$ cat src/rtl/reg_piso_reader.sv
// -----------------------------------------------------------------------------
// reg_piso_reader
//
// Parallel-in, serial-out reader. A word presented on i_d is captured when
// i_load is seen while the block is idle. The word is then presented one bit
// at a time on o_sdo. Each bit stays on o_sdo until the consumer strobes
// i_shift_en. After the last bit has been consumed, o_done pulses for one
// cycle and the block returns to idle.
//
// Parameters
//   WIDTH       word length in bits (>= 2)
//   MSB_FIRST   1: bit WIDTH-1 leaves first, 0: bit 0 leaves first
//   IDLE_LEVEL  level on o_sdo whenever no bit is being presented
//
// Ports
//   i_clk       clock, rising edge active
//   i_rst_n     asynchronous active-low reset
//   i_d         parallel word to read out
//   i_load      load request, accepted only while o_ready=1
//   o_ready     idle and able to accept i_load
//   i_shift_en  consumer strobe; the bit on o_sdo is consumed when o_svalid=1
//   o_sdo       serial data bit
//   o_svalid    o_sdo carries a valid data bit
//   o_busy      a word is in flight
//   o_done      one-cycle pulse after the final bit is consumed
//
// Every output is decoded from registered state only, so no combinational
// path runs from any input to any output.
// -----------------------------------------------------------------------------
module reg_piso_reader #(
    parameter int unsigned WIDTH      = 8,
    parameter bit          MSB_FIRST  = 1'b1,
    parameter logic        IDLE_LEVEL = 1'b0
) (
    input  logic             i_clk,
    input  logic             i_rst_n,
    input  logic [WIDTH-1:0] i_d,
    input  logic             i_load,
    output logic             o_ready,
    input  logic             i_shift_en,
    output logic             o_sdo,
    output logic             o_svalid,
    output logic             o_busy,
    output logic             o_done
);

    localparam int unsigned   CW   = $clog2(WIDTH);
    localparam logic [CW-1:0] LAST = CW'(WIDTH - 1);

    typedef enum logic [1:0] {
        S_IDLE  = 2'd0,
        S_SHIFT = 2'd1,
        S_DONE  = 2'd2
    } state_t;

    state_t           r_state;
    state_t           w_next;
    logic [WIDTH-1:0] r_shreg;
    logic [CW-1:0]    r_cnt;
    logic             w_accept;
    logic             w_consume;

    // LOAD is acted on only while idle. Because of this, a LOAD that arrives
    // on the same edge as the last SHIFT_EN is ignored and is not queued.
    assign w_accept  = (r_state == S_IDLE) && i_load;
    assign w_consume = (r_state == S_SHIFT) && i_shift_en;

    // State register
    // NOTE: sequential state uses non-blocking assignments only, so every
    // register samples the values that were present before the edge.
    always_ff @(posedge i_clk or negedge i_rst_n) begin
        if (!i_rst_n) begin
            r_state <= S_IDLE;
        end else begin
            r_state <= w_next;
        end
    end

    // Datapath: shift register and bit counter
    // NOTE: the shift register is a plain register and not a memory array, so
    // it is cleared by reset together with the counter.
    always_ff @(posedge i_clk or negedge i_rst_n) begin
        if (!i_rst_n) begin
            r_shreg <= '0;
            r_cnt   <= '0;
        end else if (w_accept) begin
            r_shreg <= i_d;
            r_cnt   <= '0;
        end else if (w_consume) begin
            if (MSB_FIRST) begin
                r_shreg <= {r_shreg[WIDTH-2:0], 1'b0};
            end else begin
                r_shreg <= {1'b0, r_shreg[WIDTH-1:1]};
            end
            // The counter holds at LAST on the final bit so it never wraps
            // inside a word. The next accepted load clears it.
            if (r_cnt != LAST) begin
                r_cnt <= r_cnt + CW'(1);
            end
        end
    end

    // Next-state logic
    // NOTE: every signal assigned in a combinational block gets a default
    // first. Without one, synthesis infers a latch.
    always_comb begin
        w_next = r_state;
        case (r_state)
            S_IDLE:  if (i_load) w_next = S_SHIFT;
            S_SHIFT: if (i_shift_en && (r_cnt == LAST)) w_next = S_DONE;
            S_DONE:  w_next = S_IDLE;
            default: w_next = S_IDLE;
        endcase
    end

    // Output decode (registered state only)
    always_comb begin
        o_ready  = 1'b0;
        o_svalid = 1'b0;
        o_busy   = 1'b0;
        o_done   = 1'b0;
        o_sdo    = IDLE_LEVEL;
        case (r_state)
            S_IDLE: begin
                o_ready = 1'b1;
            end
            S_SHIFT: begin
                o_svalid = 1'b1;
                o_busy   = 1'b1;
                o_sdo    = MSB_FIRST ? r_shreg[WIDTH-1] : r_shreg[0];
            end
            S_DONE: begin
                o_done = 1'b1;
            end
            default: begin
                o_ready = 1'b0;
            end
        endcase
    end

endmodule

$ cat config.mk
export PLATFORM = sky130hd
export DESIGN_NAME = reg_piso_reader
export DESIGN_NICKNAME = d
export VERILOG_FILES = /design/src/rtl/reg_piso_reader.sv
export SDC_FILE = /design/constraint.sdc
export NUM_CORES = 1
export LEC_CHECK = 0
export BUFFER_PORTS_ARGS = -buffer_cell sky130_fd_sc_hd__buf_4
export CORE_MARGIN = 2
export CORE_UTILIZATION = 30
export CTS_CLUSTER_DIAMETER = 100
export CTS_CLUSTER_SIZE = 14
export DETAILED_ROUTE_END_ITERATION = 12
export GPL_TIMING_DRIVEN = 0
export PLACE_DENSITY = 0.47
export SYNTH_ARGS = -nofsm -noshare
export SYNTH_HDL_FRONTEND = slang
export SYNTH_SLANG_ARGS = --single-unit
export TNS_END_PERCENT = 5
$ cat constraint.sdc
create_clock -name i_clk -period 4.06 [get_ports i_clk]
set_input_delay 0.406 -clock i_clk [delete_from_list [all_inputs] [get_ports i_clk]]
set_output_delay 0.406 -clock i_clk [all_outputs]
set_load 0.01 [all_outputs]
=== Word-level counts from Yosys, hierarchy flattened ===
Cells that the tools add are included.

* Register bits: 13
* Output and inout port bits: 5
* Logic and storage cells: 30

* Add/subtract/negate cells: 1
* Eq/ne operators: 6
* Mux-type cells: 12
* Reductions and logical operators: 8

{| class="wikitable"
|+ Operator list
! operator !! count
|-
| 2-to-1 mux 8 bit || 2
|-
| 2-to-1 mux 3 bit || 3
|-
| 2-to-1 mux 1 bit || 4
|-
| 2-to-1 mux 2 bit || 2
|-
| one-hot mux 2 bit (2 select lines) || 1
|-
| AND reduction 2 bit || 2
|-
| nonzero test 2 bit || 2
|-
| adder 3 x 1 -> 3 bit (second input constant) || 1
|-
| equality test 3 bit (second input constant) || 1
|-
| logical AND 1 bit || 3
|-
| != test 3 bit (second input constant) || 1
|-
| equality test 2 x 1 -> 1 bit (second input constant) || 1
|-
| equality test 2 bit (second input constant) || 1
|-
| zero test 2 bit || 1
|-
| != test 2 x 1 -> 1 bit (second input constant) || 1
|-
| != test 2 bit (second input constant) || 1
|}

=== Depth between registers and ports, before layout ===
* Word-level depth: 4
* Mapped depth: 5
* Depth with buffers taken out: 5

=== Least setup slack after synthesis ===
Ideal clock, no wire load.

* Kind: register to register
* From: reg r_cnt[0]
* To: reg r_cnt[1]
* Arrival: 1,326 ps
* Data required time: 3,929 ps
* Path slack: 2,603 ps
* Cell stages (with the launch flop): 6
* Buffers on the path: 0
* Clock period less this slack: 1,457 ps
* Cell sequence: dfrtp_1 -> ha_1 -> ha_1 -> and4bb_1 -> mux2i_1 -> nor2_1

* Longest elaborated chain between the ends: 4
* Elaborated cells between the ends (all ways): 7
* Classes of those cells: add/sub (1); eq/ne (1); mux (3); reduce/logical (2)

{| class="wikitable"
|+ RTL lines
! element !! line !! source
|-
| from (decl) || 59 || <nowiki>logic [CW-1:0] r_cnt;</nowiki>
|-
| from (signal assigned) || 98 || <nowiki>r_cnt <= r_cnt + CW'(1);</nowiki>
|-
| adder 3 x 1 -> 3 bit || 98 ||
|-
| 2-to-1 mux 3 bit || 97 || <nowiki>if (r_cnt != LAST) begin</nowiki>
|-
| 2-to-1 mux 3 bit || 89 || <nowiki>end else if (w_consume) begin</nowiki>
|-
| 2-to-1 mux 3 bit || 86 || <nowiki>end else if (w_accept) begin</nowiki>
|}

Parallel ways exist; a longest one is shown, timed or not. The select of a mux whose other input is x is not followed.
A chain may end at the register's enable or synchronous reset.

=== Worst setup path after layout ===
* From: reg r_state[1]
* To: out o_done

* Longest elaborated chain between the ends: 2

{| class="wikitable"
|+ RTL lines
! element !! line !! source
|-
| from (decl) || 56 || <nowiki>state_t r_state;</nowiki>
|-
| from (signal assigned) || 75 || <nowiki>r_state <= w_next;</nowiki>
|-
| equality test 2 bit || 123 || <nowiki>case (r_state)</nowiki>
|-
| 2-to-1 mux 1 bit || 123 ||
|-
| to (decl) || 44 || <nowiki>output logic o_done</nowiki>
|}

Every way passes these cells.

==> summary.md <==
| Metric | Value |
|---|---|
| Status | complete, no violations |
| VDD IR max | about 0.26 mV |
| Worst slew pin tran | around 0.43 ns |
| Maximum clock frequency | 542 MHz |
| Final RePlAce weighted congestion | around 0.66 |
| Total power | 578 uW |
| Total number of yosys warnings | 0 |
| Via count | 513 |
| Setup ws final | between 2 and 2.5 ns |
| Cell Area, Synth | roughly 670 sq um |
| Clock tree buffer depth | 2 |
| Most frequent cells in the layout | buf_4, o22a_1, dfrtp_1, nor2_1, nand2_1 |
| Synth Area in Compound Gates | about a quarter |
| Clock sinks | 13 |
| Final Skew | about 0.0022 ns |
| Core area | between 2000 and 2500 sq um |
| RSZ-0062 raised after global routing | false |
| Root buf cell | clkbuf_4 |
| Synthesized Nets | 72 |
| TritonRoute pass-1 iters | 6 |
| Reg2reg start | r_cnt[0] |
| # port buffers | 16 |
| Starting Density | 31.0% |
| Post-CTS setup buffers | 0 |
| Post-synthesis simple-gate area fraction | 13.9% |
| WL/cell | around 12 um |
| CP Class | flop to output pin |
| Vias per inst | around 4.8 |
| Final nets | 94 |
| Unique masters post-synth | 22 |
| Share of cells above drive strength 1 | a little under a third |
| Final period util | 45.4% |
| Setup crit start | r_state[1] |
| CTS tree | built |
| Kind of start point of the critical path | flop |
| Largest family of logic cells by synthesized area | compound AO/OA/AOI/OAI gates |
| Critical Path End Type | output pin |
| Commonest non-fill, non-tap cell in the layout | buf_4 |
| First-pass GRT wire length | around 2400 um |
| Power per cell area | between 600 and 700 nW/um^2 |
| Slew HR | 71.5% |
| Mux cell area share after synthesis | between 2 and 3% |
| Antenna violation net count after detailed routing | 0 |
| Critical path peak fanout | 10 |
| Die height | between 50 and 60 um |
| Slew Limit Fails | 0 |
| H-Tree Depth | 1 |
| Count of final setup violators | 0 |
| Post-synthesis instance total | a little under 60 |
| Hold_buf cts | 1 |
| Hold_sp | i_shift_en |
| Sequential-to-total area share from yosys stat | 48.3% |
| Initial antenna violation count | 0 |
| Xor-xnor portion of the synthesized cell area | ~1.3% |
| Clk slew on worst S/H paths | ~0.08 ns |
| Leakage power figure | roughly 0.00040 uW |
| Largest net degree at the start of global routing | 14 |
| PostCTS Resize Cnt | 0 |
| Gr usage total | 12.2% |
| Final wirelength | roughly 1300 um |
| Clk Latency, worst-skew pair | between 0.2 and 0.3 ns |
| Iter 0 DRT Violations | 16 |
| Total gr overflow | 0 |
| CP required | 3.65 ns |
| Num rows | 17 |
| I/O pins | 17 |
| Dpl hpwl | roughly 960 um |
| Vias in the first global route | between 500 and 600 |
| Tightest Hold Check Type | primary input to flop |
| CTS buffer count | 3 |
| Chip width | between 50 and 60 um |
| Fin. Hold Viols | 0 |
| Adder-Cell Fraction of Synth Area | 3.72% |
| Final setup TNS | 0 ns |
| Syn_area_per_cell | around 12 sq um |
| Die area | 2640 sq um |
| Synthesized flop and latch total | 13 |
| Diode count | 0 |
| Final min period | about 1.8 ns |
| Worst slack, placed | between 2 and 2.5 ns |
| Arr. time, crit path | approximately 1.4 ns |
| # DRC | 0 |
| Max-cap violation count | 0 |
| Layout area overhead | 28.4% |
## layer usage
metal	global-route usage, %	wire [um]
met4	7.89	10
met2	18.2	638
met3	2.34	78
met5	0	0
met1	16.1	583
## critical path, cell delays in order (launching register included)
cell,delay (ns)
dfrtp_1,0.49
clkbuf_1,0.39
and2b_1,0.18
buf_4,0.11
## through the flow
step / utilization [%] / instance area [sq um] / hold slack [ns] / cells
5_1_grt: 39.9 / 865 / 0.397 / 107
2_1_floorplan: - / 673 / 0.110 / 58
6_report: 39.9 / 865 / 0.408 / 107
3_3_place_gp: 38.2 / 828 / 0.265 / 102
3_5_place_dp: 38.2 / 828 / 0.266 / 102
4_1_cts: 39.9 / 865 / 0.398 / 107
## state kept, by name, summed over array words and instances, names as in the netlist
| signal | count |
|---|---|
| r_shreg | 8 |
| r_cnt | 3 |
| r_state | 2 |
## layout make-up
type	count	area [sq um]
fillers	238	1310
clock buffers	4	26.3
inverters	1	3.75
well taps	28	35.0
repair buffers	17	130
multi-input cells	40	310
flip-flops and latches	13	325
plain buffers	4	33.8
## synth_stat cells
cell type	number	area share [%]
a2bb2oi_1	1	1.3
and2_1	1	0.93
and4bb_1	1	1.9
a21oi_4	1	2.4
nor2b_1	2	1.9
xnor2_1	1	1.3
dfrtp_1	13	48
mux2i_1	2	3.0
and2b_1	1	1.1
buf_4	1	1.1
nor3_1	1	0.74
a21oi_1	1	0.74
and3_1	1	0.93
nand2_1	4	2.2
nor2_1	4	2.2
ha_1	2	3.7
o22a_1	14	18
buf_6	2	3.3
o21ai_0	2	1.5
nand2b_4	1	2.0
clkbuf_1	1	0.56
inv_1	1	0.56
## where the power goes
part | switching [uW] | leakage (uW) | internal [uW]
sequential | 30.4 | 0.000152 | 187
combinational | 122 | 0.000232 | 161
clock | 40.7 | 0.0000150 | 38.0
total | 193 | 0.000399 | 385
## worst paths after layout
| path | slack, ns | endpoint | depth (start not counted) |
|---|---|---|---|
| hold reg to reg | 0.50 | r_shreg[3] | 1 |
| min in group asynchronous | 0.51 | r_shreg[4] | 2 |
| hold / removal | 0.41 | r_state[1] | 2 |
| setup / recovery | 2.22 | o_done | 3 |
| max in group asynchronous | 3.39 | r_cnt[1] | 2 |
| setup reg to reg | 2.47 | r_cnt[2] | 5 |
## cells by family after synthesis
| family | after synthesis |
|---|---|
| XOR/XNOR | 1 |
| multiplexers | 2 |
| flip-flops | 13 |
| AND/OR/NAND/NOR | 16 |
| adder cells (fa/ha/maj) | 2 |
| AO/OA/AOI/OAI | 19 |
| buffers and inverters | 5 |
Power figures use the tool's default switching activity.
